[config.mk]
export PLATFORM = sky130hd
export DESIGN_NAME = fmul_sched
export DESIGN_NICKNAME = d
export VERILOG_FILES = /design/src/rtl/fmul_sched.sv
export SDC_FILE = /design/constraint.sdc
export NUM_CORES = 1
export LEC_CHECK = 0
export ABC_AREA = 1
export CAP_MARGIN = 20
export CORE_AREA = 2 2 210 212
export CTS_CLUSTER_DIAMETER = 50
export DETAILED_ROUTE_END_ITERATION = 8
export DIE_AREA = 0 0 212 214
export HOLD_SLACK_MARGIN = 0.08
export PLACE_DENSITY = 0.6
export SLEW_MARGIN = 10
export SYNTH_ARGS = -nofsm -noshare
export SYNTH_HDL_FRONTEND = slang
export SYNTH_SLANG_ARGS = --single-unit
[constraint.sdc]
create_clock -name clk -period 5.58 [get_ports clk]
set_input_delay 1.116 -clock clk [delete_from_list [all_inputs] [get_ports clk]]
set_output_delay 1.116 -clock clk [all_outputs]
set_load 0.02 [all_outputs]
[src/rtl/fmul_sched.sv]
// Round-robin scheduler that shares one combinational FP multiplier among NREQ requesters.
// Each requester owns a one-entry result slot; error and overflow results are counted.
module fmul_sched #(
  parameter int unsigned NREQ = 4,
  parameter int unsigned CNTW = 16
) (
  input  logic                 clk,
  input  logic                 rst_n,
  input  logic [NREQ-1:0]      req_valid,
  output logic [NREQ-1:0]      req_ready,
  input  logic [NREQ*32-1:0]   req_a,
  input  logic [NREQ*32-1:0]   req_b,
  output logic [31:0]          mul_a,
  output logic [31:0]          mul_b,
  input  logic                 mul_sign,
  input  logic [7:0]           mul_exp,
  input  logic [23:0]          mul_frac,
  input  logic                 mul_error,
  input  logic                 mul_overflow,
  output logic                 mul_active,
  output logic [NREQ-1:0]      rsp_valid,
  input  logic [NREQ-1:0]      rsp_ready,
  output logic [NREQ*35-1:0]   rsp_data,
  input  logic                 cnt_clr,
  output logic [CNTW-1:0]      err_count,
  output logic [CNTW-1:0]      ovf_count
);

  localparam int unsigned IW = (NREQ > 1) ? $clog2(NREQ) : 1;

  logic [IW-1:0]   ptr_q, ptr_d;
  logic            op_valid_q;
  logic [IW-1:0]   op_id_q;
  logic [31:0]     op_a_q, op_b_q;
  logic [NREQ-1:0] slot_full_q;
  logic [34:0]     slot_q [NREQ];
  logic [CNTW-1:0] err_q, err_d, ovf_q, ovf_d;

  logic [NREQ-1:0] eligible;
  logic            gnt_any;
  logic [IW-1:0]   gnt_idx;
  logic [31:0]     sel_a, sel_b;
  logic [34:0]     result;

  assign result = {mul_error, mul_overflow, mul_sign, mul_exp, mul_frac};

  // A requester with an op already in flight or an unread result may not issue again.
  always_comb begin
    for (int unsigned i = 0; i < NREQ; i++) begin
      eligible[i] = req_valid[i] & ~slot_full_q[i] & ~(op_valid_q && (op_id_q == IW'(i)));
    end
  end

  always_comb begin
    int unsigned  idx;
    logic [IW-1:0] cand;
    gnt_any = 1'b0;
    gnt_idx = '0;
    idx     = 0;
    cand    = '0;
    for (int unsigned k = 0; k < NREQ; k++) begin
      idx  = (32'(ptr_q) + k) % NREQ;
      cand = IW'(idx);
      if (!gnt_any && eligible[cand]) begin
        gnt_any = 1'b1;
        gnt_idx = cand;
      end
    end
    if (!rst_n) gnt_any = 1'b0;
    req_ready = gnt_any ? (NREQ'(1) << gnt_idx) : '0;
    ptr_d     = gnt_any ? IW'((32'(gnt_idx) + 1) % NREQ) : ptr_q;
  end

  always_comb begin
    sel_a = '0;
    sel_b = '0;
    for (int unsigned i = 0; i < NREQ; i++) begin
      if (gnt_idx == IW'(i)) begin
        sel_a = req_a[32*i +: 32];
        sel_b = req_b[32*i +: 32];
      end
    end
  end

  always_comb begin
    err_d = err_q;
    ovf_d = ovf_q;
    if (cnt_clr) begin
      err_d = '0;
      ovf_d = '0;
    end else if (op_valid_q) begin
      if (mul_error && !(&err_q))    err_d = err_q + CNTW'(1);
      if (mul_overflow && !(&ovf_q)) ovf_d = ovf_q + CNTW'(1);
    end
  end

  always_ff @(posedge clk or negedge rst_n) begin
    if (!rst_n) begin
      ptr_q       <= '0;
      op_valid_q  <= 1'b0;
      op_id_q     <= '0;
      op_a_q      <= '0;
      op_b_q      <= '0;
      slot_full_q <= '0;
      err_q       <= '0;
      ovf_q       <= '0;
      for (int unsigned i = 0; i < NREQ; i++) slot_q[i] <= '0;
    end else begin
      ptr_q      <= ptr_d;
      op_valid_q <= gnt_any;
      err_q      <= err_d;
      ovf_q      <= ovf_d;
      if (gnt_any) begin
        op_id_q <= gnt_idx;
        op_a_q  <= sel_a;
        op_b_q  <= sel_b;
      end
      // Write and pop of one slot never coincide: a full slot is never eligible to issue.
      for (int unsigned i = 0; i < NREQ; i++) begin
        if (op_valid_q && (op_id_q == IW'(i))) begin
          slot_q[i]      <= result;
          slot_full_q[i] <= 1'b1;
        end else if (slot_full_q[i] && rsp_ready[i]) begin
          slot_full_q[i] <= 1'b0;
        end
      end
    end
  end

  assign mul_a      = op_valid_q ? op_a_q : '0;
  assign mul_b      = op_valid_q ? op_b_q : '0;
  assign mul_active = op_valid_q;
  assign rsp_valid  = slot_full_q;
  assign err_count  = err_q;
  assign ovf_count  = ovf_q;

  for (genvar g = 0; g < NREQ; g++) begin : g_rsp
    assign rsp_data[35*g +: 35] = slot_q[g];
  end

endmodule

# ---- Word-level counts from Yosys, hierarchy flattened
# Cells that the tools add are included.
dict set report classes {
  n_addsub 6
  order_cmp 4
  eq_ne 6
  shifts 1
  mux 42
  bitwise_logic 16
  reduce_logical 31
}
# op count
set ops {}
lappend ops {{$mux 32} 10}
lappend ops {{$mux 16} 6}
lappend ops {{$add 16x1->16 const B} 2}
lappend ops {{$reduce_and 16->1} 2}
lappend ops {{$mux 1} 17}
lappend ops {{$reduce_bool 2->1} 7}
lappend ops {{$logic_and 1x1->1} 13}
lappend ops {{$lt 2x3->1 const B} 4}
lappend ops {{$and 1x1->1} 8}
lappend ops {{$bmux 1 s2} 4}
lappend ops {{$eq 2x2->1 const B} 4}
lappend ops {{$mux 2} 4}
lappend ops {{$not 1->1} 8}
lappend ops {{$logic_not 1->1} 5}
lappend ops {{$add 2x1->2 const B} 2}
lappend ops {{$add 2x2->2 const B} 2}
lappend ops {{$eq 2x1->1 const B} 2}
lappend ops {{$logic_not 2->1} 2}
lappend ops {{$mux 4} 1}
lappend ops {{$reduce_and 2->1} 2}
lappend ops {{$shl 1x2->4 const A} 1}
dict set report word_totals {
  reg_bits 245
  input_bits 302
  output_inout_bits 245
  word_cells 121
}

# ---- Longest topological paths before layout
dict set report logic_depth {
  ltp_word 21
  mapped_depth 21
  depth_no_buf 19
}

# ---- Worst setup path after synthesis
# OpenSTA, ideal clock, no wires.
dict set report synth_path {
  kind {input to output}
  start {input req_valid[3]}
  end {output req_ready[0]}
  t_arrival_ns 2.966
  t_required_ns 4.464
  setup_slack_ns 1.498
  cell_stages 15
  path_buffers 2
  path_cell_list {inv_1 -> nor2_1 -> nand3_1 -> nand3_1 -> nand2_1 -> nand2_1 -> nor2_1 -> nor2_1 -> nand2_1 -> inv_1 -> ha_1 -> clkbuf_1 -> buf_1 -> inv_1 -> nor2_1}
}
dict set report synth_between {
  elab_chain_len 16
  word_cells_on_any_way 27
  classes_between {1 x shift; 18 x mux; 2 x bitwise; 6 x reduce/logical}
}
# item line_no
set synth_lines {}
lappend synth_lines {{start: declaration} 9} ;# input logic [NREQ-1:0] req_valid,
lappend synth_lines {{$and 1x1->1 (*) (2 in series)} 50} ;# eligible[i] = req_valid[i] & ~slot_full_q[i] & ~(op_valid_q && (op_id_q == IW'(i)));
lappend synth_lines {{$bmux 1 s2} 64} ;# if (!gnt_any && eligible[cand]) begin
lappend synth_lines {{$mux 1 (not written as such)} 64}
lappend synth_lines {{$mux 1} 64}
lappend synth_lines {{$logic_not 1->1} 64}
lappend synth_lines {{$logic_and 1x1->1} 64}
lappend synth_lines {{$mux 1} 64}
lappend synth_lines {{$logic_not 1->1} 64}
lappend synth_lines {{$logic_and 1x1->1} 64}
lappend synth_lines {{$mux 1} 64}
lappend synth_lines {{$logic_not 1->1} 64}
lappend synth_lines {{$logic_and 1x1->1} 64}
lappend synth_lines {{$mux 2 (*)} 64}
lappend synth_lines {{via gnt_idx[1]} 41} ;# logic [IW-1:0] gnt_idx;
lappend synth_lines {{$shl 1x2->4 (*)} 70} ;# req_ready = gnt_any ? (NREQ'(1) << gnt_idx) : '0;
lappend synth_lines {{$mux 4 (*)} 70}
lappend synth_lines {{end: declaration} 10} ;# output logic [NREQ-1:0] req_ready,
# The timed path passes the listed nets; every way through them passes the cells marked *. The select of a mux whose other input is x is not followed.

# ---- Worst setup path in the final report
dict set report layout_path {
  start {input req_valid[1]}
  end {output req_ready[1]}
}
# The elaborated chain is that of the path after synthesis.

==> qor.txt <==
NetSw = 6621 µW
Non-Filler Instances = 2,814
Nets = 2,504
GR Util met3 = 5.688%
R2r worst-path depth = 18
GPL Wtd Cong = 0.8938
Sequential fraction of the synthesis area = 49.10%
Critical hold path startpoint = op_a_q[23]
Ys Warns = 0
Post-CTS Hold Buffers = 0
Hold Violations, Final = 0
Util after Layout = 46.03%
Vias in the first global route = 13,130
Peak supply drop = 0.0005286 V
Final Cycle Share = 90.69%
Syn avg cell area = 7.340 µm²
Final setup TNS = 0 ns
Post-DRT Antenna Nets = 0
Via-per-instance ratio = 4.681
Final Skew = 0.03024 ns
Hold Crit Depth = 2
Die width = 212 µm
Slowest stage delay, CP = 0.63 ns
CTS buffer count = 37
Met2 Use GR = 34.85%
Core Rows = 76
Reg2reg start = mul_active
Mapped Cells = 1,701
Initial antenna violation count = 5
Status = finished, final reports clean
Number of DRC markers in iteration 0 = 749
Worst Path Arrival = 3.94 ns
Fraction of final layout cells sized beyond drive strength 1 = 4.406%
RSZ-0062 raised after global routing = no
Placed insts = 2,742
DRT Pass-1 Iters = 7
Grt peak-use layer = met2
Syn Nets = 2,009
Crit path required time = 4.46 ns
DP Worst Slack = 0.5253 ns
Drt wl/cell = 17.52 µm
DRC Markers = 0
Max-slew violations = 0
Clk Latency, worst-skew pair = 0.54 ns
Slowest CP cell = clkdlybuf4s50_1
Max Clock Freq = 0.1976 GHz
Internal power = 7147 µW
Post-DP HPWL = 36,570 µm
Worst path cell trace = clkdlybuf4s50_1 -> inv_1 -> nor2_1 -> nand3_1 -> nand2_1 -> nand2_1 -> nand2_1 -> nand4_1 -> nand2_1 -> nand2_1 -> inv_1 -> ha_2 -> inv_2 -> nor2_1 -> clkdlybuf4s50_1
Finish-stage setup viols = 0
Clk network pwr share = 17.6%
GR Overflow Total = 0
Top Family by Delay on Critical Path = buffers and inverters
Worst slew margin = 36.43%
Setup Fix Bufs, Post-CTS = 0
Worst-Margin Slew = 0.9536 ns
Largest net degree at the start of global routing = 83
Die Ht = 214 µm
Sequential cell fraction of total power = 22.0%
Met1 Track Usage GR = 25.75%
Seq cells post-synth = 245
Endpoint type of the worst setup path = output pin
Leak Pwr = 0.009267 µW
Critical path buffers and inverters = 5
Final wirelength = 49,310 µm
Maximum root-to-sink buffer count = 3
Comb power frac = 60.3%
Reg2reg setup slack = 1.40 ns
Most frequent CP cell = nand2_1
Starting Density = 29.11%
FF-to-FF End = op_a_q[20]
Synthesized area = 0.01249 mm²
Final Critical Period = 5.060 ns
Vias after detailed routing = 13,170
FILL cells = 4,346
Clk slew on worst S/H paths = 0.05 ns
HP Class = reg2reg
I/O Pins = 547
Netlist cell types = 26
First-pass GRT wire length = 75,030 µm
I/O Buffers = 546
Sw Ratio = 48.09%
Worst setup margin = 0.5195 ns
Core area = 0.04289 mm²
CP Launch Type = primary input
H-tree depth = 2
Area growth, synth to finish = 58.10%
Clock root buffer = clkbuf_16
CTS tree = yes
Post-CTS sizing = 0
# Max-Cap Violations = 0
Endpoint, Worst Hold = op_a_q[23]
Critical Setup Path Class = in2out
Clock Sink Count = 245
Power Dens Cells = 697.5 mW/mm²
Tot GR Track Use = 21.26%
Die area = 0.04537 mm²
Max Fanout on Critical Path = 4
[worst min-delay path, cell delays in order (launching register included)]
cell and delay (ns):
dfrtp_1 0.34, nand2_1 0.05, nand2_1 0.05
[per-stage QoR]
stage / area (µm²) / hold WS [ns] / total power (µW)
3_5_place_dp: 18430 / 0.4654 / 11390
5_1_grt: 19740 / 0.4923 / 14930
6_report: 19740 / 0.4731 / 13770
4_1_cts: 19730 / 0.4791 / 13880
3_3_place_gp: 18430 / 0.4623 / 11270
2_1_floorplan: 12490 / 0.4492 / 8115
[cell type report]
type,instances,area (µm²),area share (%)
tap,585,732.0,3.708
clock inverter,17,221.5,1.122
antenna,5,12.51,0.06338
multi-input combinational,1196,5388,27.29
timing repair buffer,565,5613,28.43
inverter,151,566.8,2.871
clock buffer,50,1075,5.445
sequential,245,6132,31.06
[metal layers]
metal / vias up / share of wire, %
li1: 6443 / -
met1: 6136 / 41
met2: 488 / 47
met3: 106 / 7.7
met4: 0 / 4.6
met5: - / 0
[how the worst max path moves through the flow]
stage,depth (start not counted),from,end,slack [ns]
finish,15,req_valid[1],req_ready[1],0.52
global placement,15,req_valid[1],req_ready[1],0.53
floorplan,15,req_valid[3],req_ready[0],1.50
global route,12,mul_active,req_ready[2],0.16
detailed placement,15,req_valid[1],req_ready[1],0.53
CTS,12,mul_active,req_ready[2],0.45
[logic make-up (layout without fill, tap and decap cells)]
group | Yosys count | in the layout | synth area share, %
simple gates | 807 | 807 | 26.25
compound gates | 363 | 363 | 14.64
buf+inv | 260 | 783 | 8.007
flops | 245 | 245 | 49.10
xor+xnor | 20 | 20 | 1.403
fa+ha+maj | 6 | 6 | 0.6012
other cells | 0 | 5 | 0
[layout by cell type, fill, tap and decap left out, types with 4 or more instances in the layout]
cell type        Yosys  routed
a21oi_1             67      67
buf_4                0      19
bufinv_16            0       4
clkbuf_16            0      37
clkbuf_8             0      10
clkdlybuf4s50_1      0     545
dfrtp_1            245     244
diode_2              0       5
inv_1              148     146
inv_6                0       7
nand2_1            607     607
nand3_1            125     125
nand3_2              4       4
nand4_1             15      15
nor2_1              38      38
nor3_1              14      14
o21ai_0            291     291
xor2_1              19      19
[cell usage after synthesis]
cell type  instances  area, µm²
a21oi_1           67      335.3
buf_1             15      56.30
buf_2             18      90.09
clkbuf_1          75      281.5
clkbuf_2           1      5.000
clkinv_1           2      7.510
dfrtp_1          245       6131
ha_1               6      75.07
inv_1            148      555.5
inv_2              1      3.750
nand2_1          607       2278
nand2_2            1      6.260
nand3_1          125      625.6
nand3_2            4      40.04
nand3b_1           1      7.510
nand4_1           15      93.84
nor2_1            38      142.6
nor2_2             1      6.260
nor3_1            14      70.07
nor4_1             1      6.260
o21ai_0          291       1456
o21ai_1            1      5.000
o21ai_2            1      8.760
o31ai_1            3      22.52
xnor2_1            1      8.760
xor2_1            19      166.4
[registers in the layout, summed over array words and instances, names as in the netlist]
name        cells
ptr_q           2
ovf_count      16
op_b_q         32
rsp_valid       4
err_count      16
mul_active      1
op_a_q         32
rsp_data      140
op_id_q         2
[power groups by stage]
stage          sequential, µW  clock, µW  combinational, µW
2_1_floorplan            3600          0               4510
3_3_place_gp             3030          0               8240
3_5_place_dp             3050          0               8340
4_1_cts                  3030       2500               8350
5_1_grt                  3130       2570               9220
6_report                 3030       2430               8310
Power figures use the tool's default switching activity.
